==> src/rtl/bcd_pkg.sv <==
// Shared types and constants for the BCD timer controller and its digit counters.
package bcd_pkg;

  typedef enum logic [1:0] {
    IDLE  = 2'd0,
    RUN   = 2'd1,
    PAUSE = 2'd2,
    DONE  = 2'd3
  } state_t;

  localparam logic [3:0] BCD_MAX = 4'd9;

  // Saturating-safe BCD increment: anything at or above 9 wraps to 0.
  function automatic logic [3:0] bcd_inc(input logic [3:0] d);
    return (d >= BCD_MAX) ? 4'd0 : d + 4'd1;
  endfunction

endpackage

==> src/rtl/bcd_digit_cnt.sv <==
// Single synchronous BCD digit counter (0..9) with synchronous clear and increment enable.
module bcd_digit_cnt
  import bcd_pkg::*;
(
  input  logic       clk,
  input  logic       rst,
  input  logic       clr,
  input  logic       en,
  output logic [3:0] digit,
  output logic       is_nine
);

  logic [3:0] digit_q;
  logic [3:0] digit_d;

  always_comb begin
    digit_d = digit_q;
    if (clr) begin
      digit_d = 4'd0;
    end else if (en) begin
      digit_d = bcd_inc(digit_q);
    end
  end

  always_ff @(posedge clk or posedge rst) begin
    if (rst) begin
      digit_q <= 4'd0;
    end else begin
      digit_q <= digit_d;
    end
  end

  assign digit   = digit_q;
  assign is_nine = (digit_q == BCD_MAX);

endmodule

==> src/rtl/bcd_timer_ctrl.sv <==
// Run/stop/clear controller with prescaler for a cascaded BCD digit chain; halts on a target match.
module bcd_timer_ctrl
  import bcd_pkg::*;
#(
  parameter int DIGITS   = 2,
  parameter int TICK_DIV = 4
) (
  input  logic                clk,
  input  logic                rst,
  input  logic                start,
  input  logic                stop,
  input  logic                clear,
  input  logic                target_en,
  input  logic [4*DIGITS-1:0] target,
  output logic [4*DIGITS-1:0] count,
  output logic [DIGITS-1:0]   cnt_en,
  output logic                running,
  output logic                done,
  output logic                overflow
);

  localparam int             PW         = $clog2(TICK_DIV) + 1;
  localparam logic [PW-1:0]  PRESC_LAST = PW'(TICK_DIV - 1);

  state_t        state_q, state_d;
  logic [PW-1:0] presc_q, presc_d;
  logic          done_q, done_d;
  logic          overflow_q, overflow_d;

  logic [DIGITS-1:0] is_nine;
  logic [DIGITS-1:0] cnt_en_w;
  logic              tick;
  logic              adv;
  logic              carry_w;
  logic [3:0]        nxt_digit_w;
  logic              match_w;
  logic              all_nine;

  assign tick     = (state_q == RUN) && (presc_q == PRESC_LAST);
  // stop and clear both suppress the increment that a tick would otherwise cause
  assign adv      = tick && !stop && !clear;
  assign all_nine = &is_nine;

  // Carry ripple and match against the value the count will hold after this cycle's edge.
  always_comb begin
    cnt_en_w    = '0;
    carry_w     = adv;
    match_w     = target_en;
    nxt_digit_w = 4'd0;
    for (int i = 0; i < DIGITS; i++) begin
      cnt_en_w[i] = carry_w;
      nxt_digit_w = carry_w ? bcd_inc(count[4*i +: 4]) : count[4*i +: 4];
      if (target[4*i +: 4] != nxt_digit_w) begin
        match_w = 1'b0;
      end
      carry_w = carry_w && is_nine[i];
    end
  end

  always_comb begin
    state_d    = state_q;
    presc_d    = presc_q;
    done_d     = 1'b0;
    overflow_d = 1'b0;
    if (clear) begin
      state_d = IDLE;
      presc_d = '0;
    end else begin
      case (state_q)
        IDLE: begin
          if (!stop && start) begin
            state_d = RUN;
          end
        end
        RUN: begin
          if (stop) begin
            state_d = PAUSE;
          end else if (tick) begin
            presc_d    = '0;
            overflow_d = all_nine;
            if (match_w) begin
              state_d = DONE;
              done_d  = 1'b1;
            end
          end else begin
            presc_d = presc_q + PW'(1);
          end
        end
        PAUSE: begin
          if (!stop && start) begin
            state_d = RUN;
          end
        end
        DONE: begin
          state_d = DONE;
        end
        default: begin
          state_d = IDLE;
        end
      endcase
    end
  end

  always_ff @(posedge clk or posedge rst) begin
    if (rst) begin
      state_q    <= IDLE;
      presc_q    <= '0;
      done_q     <= 1'b0;
      overflow_q <= 1'b0;
    end else begin
      state_q    <= state_d;
      presc_q    <= presc_d;
      done_q     <= done_d;
      overflow_q <= overflow_d;
    end
  end

  for (genvar i = 0; i < DIGITS; i++) begin : g_digit
    bcd_digit_cnt u_digit (
      .clk    (clk),
      .rst    (rst),
      .clr    (clear),
      .en     (cnt_en_w[i]),
      .digit  (count[4*i +: 4]),
      .is_nine(is_nine[i])
    );
  end

  assign cnt_en   = cnt_en_w;
  assign running  = (state_q == RUN);
  assign done     = done_q;
  assign overflow = overflow_q;

endmodule

==> config.mk <==
export PLATFORM = sky130hd
export DESIGN_NAME = bcd_timer_ctrl
export DESIGN_NICKNAME = d
export VERILOG_FILES = /design/src/rtl/bcd_pkg.sv /design/src/rtl/bcd_digit_cnt.sv /design/src/rtl/bcd_timer_ctrl.sv
export SDC_FILE = /design/constraint.sdc
export NUM_CORES = 1
export LEC_CHECK = 0
export ABC_AREA = 1
export CORE_ASPECT_RATIO = 0.7
export CORE_UTILIZATION = 38
export CTS_CLUSTER_DIAMETER = 150
export DETAILED_ROUTE_END_ITERATION = 16
export GPL_TIMING_DRIVEN = 0
export PLACE_DENSITY_LB_ADDON = 0.12
export RECOVER_POWER = 100
export SLEW_MARGIN = 20
export SYNTH_ARGS = -nofsm -noshare
export SYNTH_HDL_FRONTEND = slang
export SYNTH_HIERARCHICAL = 1
export SYNTH_SLANG_ARGS = --single-unit
==> constraint.sdc <==
create_clock -name clk -period 3.2 [get_ports clk]
set_input_delay 0.96 -clock clk [delete_from_list [all_inputs] [get_ports clk]]
set_output_delay 0.96 -clock clk [all_outputs]
set_load 0.02 [all_outputs]
==> flow_metrics.env, run 1 <==
export IMPL_wl_um=3350
export IMPL_seq_area_um2=377
export IMPL_antenna_found_initial=0
export IMPL_cts_sinks=15
export IMPL_switching_share_pct=26.7
export IMPL_clockPowerShare_pct=37.0
export IMPL_worst_pin_slew_ns=0.414
export IMPL_hold_depth=2
export IMPL_cp_max_fo=10
export IMPL_multiInputGateArea_um2=975
export IMPL_synth_most_common_cell="nand2_1"
export IMPL_skew_ns=0.00521
export IMPL_r2r_slack_ns=0.88
export IMPL_fin_crit_sh_pct=99.1
export IMPL_synth_top_area_share_pct=25.3
export IMPL_post_place_ws_ns=-0.926
export IMPL_yosys_top_cells_area="dfrtp_1 (25%), nand2_1 (17%), ha_1 (11%)"
export IMPL_r2r_cells=17
export IMPL_ys_ff_latch=15
export IMPL_yosysSeqAreaShare_pct=25.3
export IMPL_fillers=369
export IMPL_slew_headroom_pct=72.4
export IMPL_finalNetCount=279
export IMPL_hpwlAfterDp_um=2490
export IMPL_cts_hold_buffers=0
export IMPL_wl_per_cell_um=11.1
export IMPL_drv_slew=0
export IMPL_yosysWarnings=6
export IMPL_htreeDepth=1
export IMPL_startpoint_type="input pin"
export IMPL_ioPinCount=27
export IMPL_cts_tree="done"
export IMPL_core_area_um2=3630
export IMPL_synth_cell_types=25
export IMPL_drive_gt1_share_pct=15.1
export IMPL_intPower_w=0.000315
export IMPL_synthCells=220
export IMPL_root_buffer="clkbuf_8"
export IMPL_holdCritStartpoint="state_q[1]$_DFFE_PP0P_"
export IMPL_period_minus_slack_ns=3.17
export IMPL_rsz0062_at_grt="true"
export IMPL_cp_cell_sequence="clkdlybuf4s50_1, nor2_4, nand2_4, nor2_8, clkdlybuf4s15_2"
export IMPL_drc=0
export IMPL_r2r_end="state_q[1]$_DFFE_PP0P_"
export IMPL_finalCoreUtilization_pct=51.5
export IMPL_gp_congestion=0.825
export IMPL_setup_ws_ns=0.0301
export IMPL_ys_flop_type="dfrtp_1"
export IMPL_synth_nets=247
export IMPL_clk_pin_slew_worst_paths_ns=0.06
export IMPL_hold_path_class="flop to flop"
export IMPL_io_buffers=26
export IMPL_setup_viol=0
export IMPL_avgSynthCellArea_um2=6.75
export IMPL_synth_edf_count=0
export IMPL_grt_start_max_net_pins=14
export IMPL_worstSetupPathType="input pin to output pin"
export IMPL_r2r_start="g_digit[0].u_digit/digit[1]$_DFFE_PP0P_"
export IMPL_die_w_um=76.7
export IMPL_cts_path_max_buffers=2
export IMPL_tns_ns=0
export IMPL_outcome="complete, no violations"
export IMPL_peakVddDrop_mv=0.136
export IMPL_arrival_ns=2.21
export IMPL_num_antenna_cells=0
export IMPL_dr_pass1_iters=4
export IMPL_core_rowCount=18
export IMPL_synth_cell_area_um2=1490
export IMPL_instances_no_fill=301
export IMPL_dp_cells=296
export IMPL_power_frac_seq_pct=46.3
export IMPL_cp_data_required_time_ns=2.24
export IMPL_track_usage_pct=17.5
export IMPL_grt_ovfl_total=0
export IMPL_finalHoldViolCount=0
export IMPL_yosys_area_top_type="dfrtp_1"
export IMPL_synthArstFlopShare_pct=100
export IMPL_start_util_pct=41.0
export IMPL_p_per_area_nw_per_um2=230
export IMPL_clkLatencyLatePin_ns=0.25
export IMPL_p_switching_w=0.000115
export IMPL_max_stage_delay_ns=0.46
export IMPL_drv_cap=0
export IMPL_ant_nets=0
export IMPL_grt_pass1_vias=1198
export IMPL_area_growth_pct=25.7
export IMPL_drt_vias_per_instance=4.64
export IMPL_dieArea_um2=4170
export IMPL_worst_setup_path_end_kind="output pin"
export IMPL_slowest_stage="clkdlybuf4s50_1"
export IMPL_comb_power_share_pct=16.6
export IMPL_drt_iter0_drc=52
export IMPL_vias=1398
export IMPL_max_freq_mhz=315
export IMPL_netlist_top_cells_count="nand2_1 (69), inv_1 (34), nor2_1 (22), nand3_1 (20), dfrtp_1 (15)"
export IMPL_hold_path_endpoint="state_q[1]$_DFFE_PP0P_"
export IMPL_p_leak_nw=0.934
export IMPL_grt_pass1_wl_um=5580
export IMPL_fin_hold_ws_ns=0.476
export IMPL_die_h_um=54.3
export IMPL_cts_made_buffers=3
-- stage by stage --
stage                     power (W)  instance area, um^2
after floorplan            0.000241                 1490
after global placement     0.000273                 1810
after detailed placement   0.000273                 1810
after CTS                  0.000432                 1870
after global routing       0.000452                 1870
final                      0.000430                 1870
-- power groups by stage --
| stage | combinational (W) | clock [W] | sequential (W) |
|---|---|---|---|
| 2_1_floorplan | 0.0000390 | 0 | 0.000202 |
| 3_3_place_gp | 0.0000707 | 0 | 0.000203 |
| 3_5_place_dp | 0.0000708 | 0 | 0.000203 |
| 4_1_cts | 0.0000716 | 0.000161 | 0.000199 |
| 5_1_grt | 0.0000792 | 0.000173 | 0.000200 |
| 6_report | 0.0000715 | 0.000159 | 0.000199 |
-- state kept, by name, indices dropped and copies added, names as in the netlist --
register,flops
done,1
presc_q,3
g_digit.u_digit/digit,8
state_q,2
overflow,1
-- repair_timing --
item	4_1_cts	5_1_grt
endpoints found under the hold margin	0	0
setup endpoints to repair	2	2
pin swaps	2	0
cloned	0	0
setup buffers	1	0
gates resized for setup	8	4
-- metal layers --
metal	wire, um	GRT usage, %	vias up
met2	1300	25.9	31
li1	-	-	750
met3	134	3.83	2
met4	27	3.85	0
met5	0	0	-
met1	1880	25.8	615
-- placed cells by master (no fill, tap or decap), types with 2 or more instances in the layout --
master            n
nand2_1          69
inv_1            34
clkdlybuf4s50_1  22
nor2_1           21
nand3_1          20
dfrtp_1          14
ha_1             13
nand2_2           7
nand3_2           5
nor2_4            5
nand4_1           5
o21ai_0           4
o21bai_2          4
clkbuf_8          3
nand3b_1          2
xor2_1            2
nor2_2            2
a21oi_1           2
buf_4             2
inv_2             2
clkdlybuf4s15_2   2
-- cell families (layout without fill, tap and decap cells) --
group | after synthesis | after routing | synth area share, %
buf+inv | 37 | 68 | 9.60
xor+xnor | 2 | 2 | 1.18
simple gates | 141 | 141 | 46.8
flops | 15 | 15 | 25.3
compound gates | 12 | 12 | 6.23
fa+ha+maj | 13 | 13 | 11.0
-- critical path, delay by kind of cell --
family / cells / cell delay, ns
buf+inv: 2 / 0.76
simple gates: 3 / 0.48
-- how the worst max path moves through the flow --
stage / end / start / slack (ns)
6_report: cnt_en[1] / stop / 0.03
5_1_grt: cnt_en[1] / stop / -0.02
4_1_cts: cnt_en[0] / stop / 0.009
3_5_place_dp: cnt_en[0] / clear / -0.93
3_3_place_gp: cnt_en[0] / clear / -0.92
2_1_floorplan: cnt_en[0] / stop / 0.64
-- final cells by class --
type                    instances  share of cell area (%)
plain buffers                   1                   0.402
clock buffers                   4                    2.41
inverters                      36                    7.24
multi-input cells             168                    52.2
flip-flops and latches         15                    20.2
well taps                      50                    3.35
repair buffers                 27                    14.2
(Power assumes the default switching activity.)
==> inputs of run 2 (changes only) <==
--- a/config.mk
+++ b/config.mk
@@ -18,3 +18,4 @@
 export SYNTH_HDL_FRONTEND = slang
 export SYNTH_HIERARCHICAL = 1
 export SYNTH_SLANG_ARGS = --single-unit
+export TNS_END_PERCENT = 50
==> results of run 2 <==
Final layout, timing and power as in run 1 (identical DEF).
